<file path="src/rtl/mole_array_ctrl.sv">
// Multi-hole whack-a-mole engine: LFSR hole selection, tick-timed up-window,
// hit/miss scoring with saturation, and speed levels driven by score.
module mole_array_ctrl #(
  parameter int N          = 4,
  parameter int DIV        = 50000000,
  parameter int WIN_TICKS  = 8,
  parameter int WARN_TICKS = 1,
  parameter int MAX_MISS   = 3,
  parameter int CNT_W      = 8
) (
  input  logic             clk_i,
  input  logic             rst_ni,
  input  logic             en_i,
  input  logic             keep_i,
  input  logic [15:0]      seed_i,
  input  logic [N-1:0]     hit_i,
  output logic [N-1:0]     mole_o,
  output logic             warn_o,
  output logic             fail_o,
  output logic [CNT_W-1:0] score_o,
  output logic [CNT_W-1:0] miss_o,
  output logic [1:0]       level_o,
  output logic             game_over_o
);

  localparam int HW = (N > 1) ? $clog2(N) : 1;
  localparam int DW = $clog2(DIV + 1);
  localparam int WW = $clog2(WIN_TICKS + 1);
  localparam logic [15:0]      LFSR_TAPS = 16'hB400;
  localparam logic [CNT_W-1:0] CNT_MAX   = {CNT_W{1'b1}};

  typedef enum logic [2:0] {S_IDLE, S_SPAWN, S_UP, S_GAP, S_OVER} state_e;

  state_e           state_q, state_d;
  logic [DW-1:0]    div_q, div_d;
  logic [15:0]      lfsr_q, lfsr_d;
  logic [WW-1:0]    wcnt_q, wcnt_d;
  logic [N-1:0]     mole_q, mole_d;
  logic             fail_q, fail_d;
  logic [CNT_W-1:0] score_q, score_d, miss_q, miss_d;
  logic [1:0]       level_q, level_d;
  logic             tick_s, hit_ok_s, hit_bad_s, timeout_s;
  logic [WW-1:0]    win_len_s;
  logic [CNT_W-1:0] score_inc_s, miss_inc_s;

  function automatic logic [15:0] lfsr_step(input logic [15:0] v);
    return (v >> 1) ^ (v[0] ? LFSR_TAPS : 16'h0000);
  endfunction

  function automatic logic [CNT_W-1:0] sat_inc(input logic [CNT_W-1:0] v);
    return (v == CNT_MAX) ? v : v + {{(CNT_W-1){1'b0}}, 1'b1};
  endfunction

  assign tick_s      = ((state_q == S_UP) || (state_q == S_GAP)) && (div_q == DW'(DIV - 1)) && !keep_i;
  assign hit_ok_s    = |(hit_i & mole_q);
  assign hit_bad_s   = |(hit_i & ~mole_q);
  assign timeout_s   = tick_s && (wcnt_q == WW'(1));
  assign win_len_s   = ((WW'(WIN_TICKS) >> level_q) == WW'(0)) ? WW'(1) : (WW'(WIN_TICKS) >> level_q);
  assign score_inc_s = sat_inc(score_q);
  assign miss_inc_s  = sat_inc(miss_q);

  // Next-state, divider, window and scoring logic; en low aborts even while paused.
  always_comb begin
    state_d = state_q;
    div_d   = div_q;
    lfsr_d  = lfsr_q;
    wcnt_d  = wcnt_q;
    mole_d  = mole_q;
    fail_d  = 1'b0;
    score_d = score_q;
    miss_d  = miss_q;
    level_d = level_q;
    if (!en_i) begin
      state_d = S_IDLE;
      mole_d  = {N{1'b0}};
      div_d   = {DW{1'b0}};
    end else if (keep_i) begin
      state_d = state_q;
    end else begin
      case (state_q)
        S_IDLE: begin
          score_d = {CNT_W{1'b0}};
          miss_d  = {CNT_W{1'b0}};
          level_d = 2'd0;
          lfsr_d  = (seed_i == 16'h0000) ? 16'h0001 : seed_i;
          div_d   = {DW{1'b0}};
          state_d = S_SPAWN;
        end
        S_SPAWN: begin
          mole_d  = {{(N-1){1'b0}}, 1'b1} << lfsr_q[HW-1:0];
          wcnt_d  = win_len_s;
          lfsr_d  = lfsr_step(lfsr_q);
          div_d   = {DW{1'b0}};
          state_d = S_UP;
        end
        S_UP: begin
          div_d = tick_s ? {DW{1'b0}} : div_q + DW'(1);
          if (hit_ok_s) begin
            score_d = score_inc_s;
            // Level steps only on a real increment landing on a multiple of 8.
            if ((score_inc_s != score_q) && (score_inc_s[2:0] == 3'd0) && (level_q != 2'd3)) begin
              level_d = level_q + 2'd1;
            end else begin
              level_d = level_q;
            end
            mole_d  = {N{1'b0}};
            div_d   = {DW{1'b0}};
            state_d = S_GAP;
          end else if (timeout_s) begin
            fail_d  = 1'b1;
            miss_d  = miss_inc_s;
            mole_d  = {N{1'b0}};
            div_d   = {DW{1'b0}};
            state_d = S_GAP;
          end else begin
            miss_d = hit_bad_s ? miss_inc_s : miss_q;
            wcnt_d = tick_s ? wcnt_q - WW'(1) : wcnt_q;
          end
        end
        S_GAP: begin
          div_d = tick_s ? {DW{1'b0}} : div_q + DW'(1);
          if (tick_s) begin
            state_d = (miss_q >= CNT_W'(MAX_MISS)) ? S_OVER : S_SPAWN;
          end else begin
            state_d = S_GAP;
          end
        end
        S_OVER: begin
          div_d  = {DW{1'b0}};
          mole_d = {N{1'b0}};
        end
        default: begin
          state_d = S_IDLE;
          mole_d  = {N{1'b0}};
          div_d   = {DW{1'b0}};
        end
      endcase
    end
  end

  // State and counter registers.
  always_ff @(posedge clk_i or negedge rst_ni) begin
    if (!rst_ni) begin
      state_q <= S_IDLE;
      div_q   <= {DW{1'b0}};
      lfsr_q  <= 16'h0001;
      wcnt_q  <= {WW{1'b0}};
      mole_q  <= {N{1'b0}};
      fail_q  <= 1'b0;
      score_q <= {CNT_W{1'b0}};
      miss_q  <= {CNT_W{1'b0}};
      level_q <= 2'd0;
    end else begin
      state_q <= state_d;
      div_q   <= div_d;
      lfsr_q  <= lfsr_d;
      wcnt_q  <= wcnt_d;
      mole_q  <= mole_d;
      fail_q  <= fail_d;
      score_q <= score_d;
      miss_q  <= miss_d;
      level_q <= level_d;
    end
  end

  assign mole_o      = mole_q;
  assign warn_o      = (state_q == S_UP) && (wcnt_q <= WW'(WARN_TICKS));
  assign fail_o      = fail_q;
  assign score_o     = score_q;
  assign miss_o      = miss_q;
  assign level_o     = level_q;
  assign game_over_o = (state_q == S_OVER);

endmodule

</file>
<file path="config.mk">
export PLATFORM = sky130hd
export DESIGN_NAME = mole_array_ctrl
export DESIGN_NICKNAME = d
export VERILOG_FILES = /design/src/rtl/mole_array_ctrl.sv
export SDC_FILE = /design/constraint.sdc
export NUM_CORES = 1
export LEC_CHECK = 0
export ABC_AREA = 1
export CAP_MARGIN = 20
export CELL_PAD_IN_SITES_DETAIL_PLACEMENT = 1
export CELL_PAD_IN_SITES_GLOBAL_PLACEMENT = 1
export CORE_UTILIZATION = 46
export DETAILED_ROUTE_END_ITERATION = 8
export PLACE_DENSITY = 0.87
export SKIP_LAST_GASP = 1
export SLEW_MARGIN = 20
export SYNTH_ARGS = -nofsm -noshare
export SYNTH_HDL_FRONTEND = slang
export SYNTH_SLANG_ARGS = --single-unit
</file>
<file path="constraint.sdc">
create_clock -name clk_i -period 3.6 [get_ports clk_i]
set_input_delay 0.72 -clock clk_i [delete_from_list [all_inputs] [get_ports clk_i]]
set_output_delay 0.72 -clock clk_i [all_outputs]
set_load 0.01 [all_outputs]
</file>
* Word level (Yosys, flattened, before mapping)
Cells that the tools add are included.
** Storage, ports and cells
- Register bits :: 72
- Bits of input ports :: 24
- Output and inout port bits :: 25
- Logic and storage cells :: 110
** Cells by class
- Add/sub/neg operators :: 5
- Magnitude comparators :: 2
- Eq/ne operators :: 20
- Shifts and indexed selects :: 2
- Multiplexer cells :: 42
- Bitwise operators :: 5
- Reduce and logical (&&, ||, !) cells :: 25
** Operator list (number)
- $mux W26 :: 5
- $pmux W26 S2 :: 1
- $mux W8 :: 6
- $mux W16 :: 2
- $mux W4 :: 8
- $pmux W16 S2 :: 1
- $pmux W8 S2 :: 2
- $add A26 B1 Y26 const B :: 1
- $eq A26 B26 Y1 const B :: 1
- $mux W3 :: 6
- $add A8 B1 Y8 const B :: 2
- $eq A8 B8 Y1 const B :: 2
- $logic_not A16 Y1 :: 1
- $ne A2 B2 Y1 const B :: 8
- $xor A15 B16 Y16 :: 1
- $pmux W3 S5 :: 1
- $pmux W4 S3 :: 1
- $reduce_and A5 Y1 :: 2
- $reduce_and A3 Y1 :: 3
- $and A4 B4 Y4 :: 2
- $ge A8 B2 Y1 const B :: 1
- $ne A8 B8 Y1 :: 1
- $pmux W4 S2 :: 1
- $reduce_or A4 Y1 :: 2
- other kinds (26) :: 40

* Longest topological paths before layout
Gate-level depths: netlist (run 1).
- Depth after elaboration :: 10
- Gate-level depth with buffers :: 11
- Gate-level depth less buffers :: 11

* Worst setup path after synthesis (run 1)
OpenSTA, ideal clock, no wires.
- Path kind :: flip-flop to output port
- From :: register wcnt_q[1]
- To :: output port warn_o
- Arrival time :: 1.194 ns
- Data required time :: 2.880 ns
- Setup slack :: 1.686 ns
- Stages on the path, launching flop included :: 7
- Buffers on the path :: 0
- Path through :: dfrtp_1 > inv_1 > ha_1 > inv_1 > nor3_1 > inv_1 > a21oi_1
** On the way
- Word-level cells in the longest chain between the ends :: 2
** Ends and longest elaborated chain
- start, declared :: line 37 : logic [WW-1:0] wcnt_q, wcnt_d;
- start signal, assigned :: line 147 : wcnt_q <= {WW{1'b0}};
- start signal, assigned :: line 157 : wcnt_q <= wcnt_d;
- $le A4 B1 Y1 :: line 167 : assign warn_o = (state_q == S_UP) && (wcnt_q <= WW'(WARN_TICKS));
- $logic_and A1 B1 Y1 :: line 167
- end, declared :: line 18 : output logic warn_o,
Every way passes these cells.

* Worst setup path after layout (run 1)
- From :: register state_q[0]
- To :: output port warn_o
** On the way
- Word-level cells in the longest chain between the ends :: 2
** Ends and longest elaborated chain
- start, declared :: line 34 : state_e state_q, state_d;
- start signal, assigned :: line 154 : state_q <= state_d;
- $eq A3 B2 Y1 :: line 167
- $logic_and A1 B1 Y1 :: line 167
Every way passes these cells.

==> results of run 1 <==
[cell usage in the layout, fill, tap and decap left out, types with 2 or more instances in the layout]
| cell | netlist | final |
|---|---|---|
| sky130_fd_sc_hd__clkdlybuf4s50_1 | 0 | 47 |
| sky130_fd_sc_hd__nand2_2 | 8 | 8 |
| sky130_fd_sc_hd__xnor2_1 | 3 | 3 |
| sky130_fd_sc_hd__nand4_1 | 22 | 22 |
| sky130_fd_sc_hd__o22ai_2 | 10 | 10 |
| sky130_fd_sc_hd__nand2_1 | 166 | 166 |
| sky130_fd_sc_hd__inv_1 | 65 | 65 |
| sky130_fd_sc_hd__clkinvlp_4 | 0 | 2 |
| sky130_fd_sc_hd__ha_1 | 9 | 9 |
| sky130_fd_sc_hd__nor2_1 | 75 | 75 |
| sky130_fd_sc_hd__clkinv_1 | 2 | 2 |
| sky130_fd_sc_hd__a31oi_1 | 6 | 6 |
| sky130_fd_sc_hd__nand3_2 | 3 | 3 |
| sky130_fd_sc_hd__nor2_2 | 6 | 6 |
| sky130_fd_sc_hd__clkbuf_8 | 0 | 11 |
| sky130_fd_sc_hd__nand2_4 | 3 | 3 |
| sky130_fd_sc_hd__nor3_2 | 2 | 2 |
| sky130_fd_sc_hd__o31ai_1 | 2 | 2 |
| sky130_fd_sc_hd__o21ai_1 | 9 | 9 |
| sky130_fd_sc_hd__nor4_1 | 2 | 2 |
| sky130_fd_sc_hd__clkinv_2 | 0 | 2 |
| sky130_fd_sc_hd__dfrtp_1 | 71 | 71 |
| sky130_fd_sc_hd__nor2_4 | 6 | 6 |
| sky130_fd_sc_hd__nand3_4 | 4 | 4 |
| sky130_fd_sc_hd__nand3_1 | 34 | 34 |
| sky130_fd_sc_hd__xor2_1 | 18 | 18 |
| sky130_fd_sc_hd__inv_2 | 5 | 5 |
| sky130_fd_sc_hd__nor3_1 | 15 | 15 |
| sky130_fd_sc_hd__a21oi_1 | 18 | 18 |
| sky130_fd_sc_hd__o22ai_1 | 6 | 6 |
| sky130_fd_sc_hd__o21ai_0 | 31 | 31 |
[cell type report]
class / count / share of cell area [%]
Sequential cell: 72 / 32.7
Clock inverter: 5 / 0.998
Tap cell: 133 / 3.02
Clock buffer: 11 / 2.74
Multi-Input combinational cell: 471 / 46.4
Timing Repair Buffer: 50 / 9.12
Inverter: 73 / 5.01
[worst max-delay path by stage]
stage	cells past startpoint	slack (ns)	from	end
3_3_place_gp	7	0.82	en_i	lfsr_q[2]$_DFFE_PN0P_
4_1_cts	4	0.43	state_q[0]$_DFFE_PN0P_	warn_o
3_5_place_dp	7	0.74	en_i	lfsr_q[2]$_DFFE_PN0P_
2_1_floorplan	6	1.69	wcnt_q[1]$_DFFE_PN0P_	warn_o
6_report	4	0.44	state_q[0]$_DFFE_PN0P_	warn_o
5_1_grt	4	0.29	state_q[0]$_DFFE_PN0P_	warn_o
[power groups by stage]
stage	Clock, mW	Sequential, mW	Combinational (mW)
5_1_grt	0.729	1.07	0.707
3_3_place_gp	0	1.06	0.583
3_5_place_dp	0	1.07	0.621
6_report	0.686	1.06	0.624
4_1_cts	0.691	1.05	0.629
2_1_floorplan	0	1.03	0.439
[state kept, by name (all words and copies together), names as in the netlist]
signal / cells
state_q: 3
miss_o: 8
fail_o: 1
wcnt_q: 4
level_o: 2
score_o: 8
div_q: 26
lfsr_q: 16
mole_o: 4
[kinds of logic (layout without fill, tap and decap cells)]
logic type,after synthesis,in the layout
AND/OR/NAND/NOR,355,355
AO/OA/AOI/OAI,86,86
buffers and inverters,86,139
flip-flops,72,72
XOR/XNOR,21,21
adder cells (fa/ha/maj),9,9
[per-stage QoR]
| stage | cell area [um^2] | utilization (%) | std cells | setup WS (ns) | hold WS, ns |
|---|---|---|---|---|---|
| finish | 5520 | 55.9 | 815 | 0.444 | 0.417 |
| CTS | 5520 | 55.9 | 815 | 0.433 | 0.448 |
| global placement | 5310 | 53.8 | 799 | 0.816 | 0.492 |
| detailed placement | 5310 | 53.8 | 799 | 0.741 | 0.508 |
| floorplan | 4720 | - | 629 | 1.69 | 0.424 |
| global route | 5520 | 55.9 | 815 | 0.289 | 0.472 |
[worst max-delay path, cell delays in order, from the launching register on]
cell	delay, ns
sky130_fd_sc_hd__dfrtp_1	0.60
sky130_fd_sc_hd__nor2_4	0.48
sky130_fd_sc_hd__inv_2	0.25
sky130_fd_sc_hd__a21oi_1	0.19
sky130_fd_sc_hd__clkdlybuf4s50_1	0.55
[per-layer routing]
metal | part of all wire [%] | wire [um] | vias up
li1 | - | - | 2156
met1 | 42 | 5870 | 2233
met2 | 52 | 7190 | 86
met3 | 3.7 | 512 | 24
met4 | 1.8 | 251 | 0
met5 | 0 | 0 | -
==> impl_metrics.csv, run 1 <==
group,metric,value,unit
sta,min_period,3.16,ns
synth,netlist.area_leader.share,37.6,%
cells_and_area,area_delta_synth_final,16.9,%
grt,globalRouteTotalUtil,28.2,%
floorplanning,floorplan.core_area,9860,um^2
critical_path,critical_path_class,"reg -> out",
pwr,power_leakage,2.36,nW
grt,antenna_found_initial,0,
sta,max_clock_freq,0.317,GHz
drt,finalWirelength,13800,um
clock_network,htree_num_levels,3,
pwr,internal_power,1.51,mW
pwr,power.share.combinational,26.4,%
pwr,switching_power,855,uW
synth,synth.area.mux_share,0,%
clock_network,post_cts_buffers,0,
placed_design,routabilityCongestion,0.862,
drt,detailroute.via_count,4499,
sta,finalClockSkew,0.00972,ns
synth,synth_edf_count,0,
synth,synth_top_cells_by_area,"sky130_fd_sc_hd__dfrtp_1, sky130_fd_sc_hd__nand2_1, sky130_fd_sc_hd__nor2_1, sky130_fd_sc_hd__inv_1, sky130_fd_sc_hd__nand3_1",
flow_run,number_of_max_cap_violations,0,
drt,drt_iter0_drc,137,
synth,syn-cell-area,4720,um^2
pwr,peakVddDrop,0.183,mV
sta,setup_viol,0,
synth,syn_area_per_cell,7.51,um^2
critical_path,cp.arrival,2.44,ns
clock_network,tritoncts_num_sinks,72,
synth,distinct_cells_synth,47,
drt,drt.antenna.violating_nets,0,
synth,synth_xor_area_share,3.90,%
synth,yosys.cell_count.top_type,"sky130_fd_sc_hd__nand2_1",
cells_and_area,final_layout_size_suffix_gt1_share,11.0,%
placed_design,port_buffers,48,
critical_path,required,2.88,ns
critical_path,cp-start-kind,"flop",
sta,rsz0062_at_grt,"false",
grt,gr-total-overflow,0,
synth,syn_inst,629,
cells_and_area,layout.nets,710,
synth,ys_async_sr_fraction,100,%
placed_design,hpwlAfterDp,10100,um
drt,route.detailed.drc,0,
synth,synth-compound-area-share,11.6,%
floorplanning,die_extent_in_y,103,um
sta,worstMarginPinSlew,0.735,ns
grt,first_global_vias,4733,
drt,average_via_count_per_standard_cell,5.52,
clock_network,clock-root-buffer,"sky130_fd_sc_hd__clkbuf_8",
synth,synth-simple-area-share,36.4,%
synth,total_of_warnings_raised_by_yosys,0,
synth,postSynth.topFlopCell,"sky130_fd_sc_hd__dfrtp_1",
clock_network,total_of_hold_buffers_inserted_after_clock_tree_synthesis,0,
pwr,power.density,429,nW/um^2
synth,synth.ff_latch_count,72,
grt,grtUsageMet1,33.2,%
sta,finalHoldViolCount,0,
cells_and_area,layout.area.seq,1800,um^2
critical_path,worst-path-max-fanout,17,
clock_network,clk_path_buf_depth,2,
critical_path,crit-reg2reg-launch,"state_q[0]$_DFFE_PN0P_",
synth,synth_commonest_cells,"sky130_fd_sc_hd__nand2_1, sky130_fd_sc_hd__nor2_1, sky130_fd_sc_hd__dfrtp_1",
pwr,clock_power_share,29.0,%
synth,main_combinational_cell_family_by_area_after_synthesis,"simple AND/OR/NAND/NOR gates",
min_path,holdCritPathClass,"in -> async",
synth,syn-num-nets,662,
synth,post-synth-top-area-cell,"sky130_fd_sc_hd__dfrtp_1",
synth,yosys.area_share.adder,2.38,%
pwr,power.share.switching,36.1,%
floorplanning,rows,36,
grt,grt_pass1_wl,22900,um
floorplanning,initial_utilization,47.9,%
grt,grt.met3_usage,5.78,%
drt,post_dr_wirelength_cell,17.0,um
clock_network,clock_tree_from_tritoncts,"done",
critical_path,setup_slack_of_the_most_critical_reg_to_reg_path,1.36,ns
sta,max_slew_margin,51.0,%
pwr,total_power,2.37,mW
run_status,run_status,"completed",
pwr,power_frac_seq,44.6,%
cells_and_area,layout.filler_cells,1252,
cells_and_area,multi_input_logic_area,2560,um^2
critical_path,critPathCaptureType,"primary output",
cells_and_area,num_antenna_cells,0,
critical_path,reg2reg_to,"lfsr_q[10]$_DFFE_PN0P_",
drt,detailed_routing_iterations_pass_1,7,
grt,grt_max_degree,43,
floorplanning,dieArea,10700,um^2
grt,peak_usage_layer_in_the_global_routing_report,"met2",
sta,period_share,87.7,%
clock_network,cts.clk_slew.worst_paths,0.08,ns
floorplanning,dieWidth,103,um
grt,met2_usage,51.1,%
clock_network,post_cts_resized,0,
critical_path,r2r.worst_path.cells,5,
clock_network,tritoncts.num_buffers,9,
synth,sequential_element_share_of_the_synthesized_area,38.2,%
floorplanning,pin_count,49,
sta,timing.final.max_slew_violations,0,
sta,final.setup.tns,0,ns
clock_network,clk-insertion-delay-late,0.36,ns
(Power assumes the default switching activity.)
==> run 2: changes to the inputs <==
Settings changed: PLACE_DENSITY 0.87 to not set, PLACE_DENSITY_LB_ADDON set to 0.1.
==> impl_metrics.csv, run 2 (synthesized netlist as in run 1, its figures left out) <==
group,metric,value,unit
flow_run,number_of_max_cap_violations,0,
cells_and_area,final_layout_size_suffix_gt1_share,11.3,%
critical_path,worst-path-max-fanout,3,
cells_and_area,layout.nets,712,
cells_and_area,final_cell_mix,"sky130_fd_sc_hd__nand2_1, sky130_fd_sc_hd__nor2_1, sky130_fd_sc_hd__dfrtp_1",
grt,first_global_vias,4683,
grt,antenna_found_initial,0,
floorplanning,initial_utilization,47.9,%
pwr,switching_power,849,uW
clock_network,tritoncts.num_buffers,9,
cells_and_area,largest_register_ffs,26,
sta,min_period,3.00,ns
pwr,internal_power,1.50,mW
sta,final.setup.tns,0,ns
floorplanning,die_extent_in_y,103,um
floorplanning,floorplan.core_area,9860,um^2
placed_design,routabilityCongestion,0.822,
sta,finalClockSkew,0.00900,ns
drt,detailed_routing_iterations_pass_1,4,
clock_network,clock_tree_from_tritoncts,"done",
drt,drt_iter0_drc,140,
floorplanning,rows,36,
critical_path,required,2.88,ns
cells_and_area,layout.cells.most_common,"sky130_fd_sc_hd__nand2_1",
clock_network,total_of_hold_buffers_inserted_after_clock_tree_synthesis,0,
sta,timing.final.max_slew_violations,0,
pwr,peakVddDrop,0.203,mV
pwr,power_frac_seq,44.7,%
sta,setup_viol,0,
sta,max_slew_margin,50.1,%
drt,post_dr_wirelength_cell,16.0,um
grt,grt_max_degree,36,
sta,worstMarginPinSlew,0.747,ns
run_status,run_status,"completed",
clock_network,post_cts_resized,0,
sta,finalHoldViolCount,0,
clock_network,post_cts_buffers,0,
cells_and_area,layout_top_registers,"div_q: 26 flops, lfsr_q: 16 flops",
clock_network,clk_path_buf_depth,2,
drt,drt.antenna.violating_nets,0,
clock_network,clock-root-buffer,"sky130_fd_sc_hd__clkbuf_8",
cells_and_area,num_antenna_cells,0,
pwr,power.share.switching,36.2,%
pwr,clock_power_share,29.0,%
floorplanning,dieArea,10700,um^2
drt,detailroute.via_count,4394,
floorplanning,dieWidth,103,um
sta,rsz0062_at_grt,"false",
grt,grt_pass1_wl,21800,um
cells_and_area,largest_register,"div_q",
critical_path,critical_path_class,"reg -> out",
clock_network,tritoncts_num_sinks,72,
pwr,power_leakage,2.36,nW
sta,max_clock_freq,0.333,GHz
grt,globalRouteTotalUtil,26.5,%
clock_network,htree_num_levels,3,
pwr,power.density,425,nW/um^2
drt,finalWirelength,13100,um
clock_network,clk-insertion-delay-late,0.35,ns
drt,route.detailed.drc,0,
critical_path,cp-start-kind,"flop",
min_path,holdCritPathClass,"in -> async",
placed_design,port_buffers,48,
drt,average_via_count_per_standard_cell,5.38,
grt,gr-total-overflow,0,
sta,period_share,83.3,%
cells_and_area,utilization,55.9,%
cells_and_area,area_delta_synth_final,16.9,%
clock_network,cts.clk_slew.worst_paths,0.08,ns
critical_path,cp.arrival,2.28,ns
critical_path,critPathCaptureType,"primary output",
placed_design,hpwlAfterDp,9940,um
pwr,power.share.combinational,26.3,%
floorplanning,pin_count,49,
## run 2: changes by cell type in the layout (fill, tap and decap cells not counted)
cell and change:
sky130_fd_sc_hd__buf_12 -1, sky130_fd_sc_hd__buf_4 +3, sky130_fd_sc_hd__clkbuf_8 -1, sky130_fd_sc_hd__clkinv_2 -1
sky130_fd_sc_hd__clkinv_4 +1, sky130_fd_sc_hd__inv_6 +1
## run 2: path summary, 6_finish.rpt
kind	from	end	slack (ns)	cells past startpoint
hold / removal	rst_ni	level_o[1]$_DFFE_PN0P_	0.32	1
min in group clk_i	lfsr_q[2]$_DFFE_PN0P_	lfsr_q[2]$_DFFE_PN0P_	0.49	2
setup / recovery	wcnt_q[1]$_DFFE_PN0P_	warn_o	0.60	7
hold reg to reg	lfsr_q[2]$_DFFE_PN0P_	lfsr_q[2]$_DFFE_PN0P_	0.49	2
max in group asynchronous	rst_ni	state_q[0]$_DFFE_PN0P_	2.42	2
setup reg to reg	state_q[0]$_DFFE_PN0P_	lfsr_q[10]$_DFFE_PN0P_	1.35	5
## run 2: metal layers
metal,global-route usage [%],wire length [um],vias up
met5,0,0,-
met1,32.2,5970,2154
li1,-,-,2153
met3,3.23,283,18
met2,48.3,6640,69
met4,9.64,182,0
## run 2: power groups by stage
stage	sequential, mW	combinational, mW	clock [mW]
after floorplan	1.03	0.439	0
final	1.05	0.617	0.682
after detailed placement	1.06	0.617	0
after global routing	1.07	0.698	0.718
after global placement	1.06	0.587	0
after CTS	1.05	0.622	0.692
## run 2: per-stage QoR
step | hold WS (ns) | worst slack [ns] | cell area (um^2) | power, mW | cells
final | 0.320 | 0.599 | 5520 | 2.35 | 817
after global routing | 0.338 | 0.407 | 5520 | 2.49 | 817
after CTS | 0.321 | 0.594 | 5520 | 2.36 | 817
after detailed placement | 0.474 | 0.735 | 5310 | 1.68 | 801
after global placement | 0.480 | 0.823 | 5310 | 1.65 | 801
after floorplan | 0.424 | 1.69 | 4720 | 1.47 | 629
## run 2: final cells by class
type / instances / area, um^2
inverters: 73 / 277
clock inverters: 6 / 67.6
fillers: 1250 / 4350
repair buffers: 52 / 505
multi-input cells: 471 / 2560
well taps: 133 / 166
flip-flops and latches: 72 / 1800
clock buffers: 10 / 138
## run 2: worst max-delay path, stage by stage, from the launching register on
cell,delay (ns)
sky130_fd_sc_hd__dfrtp_1,0.40
sky130_fd_sc_hd__inv_1,0.11
sky130_fd_sc_hd__ha_1,0.17
sky130_fd_sc_hd__inv_1,0.05
sky130_fd_sc_hd__nor3_1,0.43
sky130_fd_sc_hd__inv_1,0.09
sky130_fd_sc_hd__a21oi_1,0.14
sky130_fd_sc_hd__clkdlybuf4s50_1,0.55
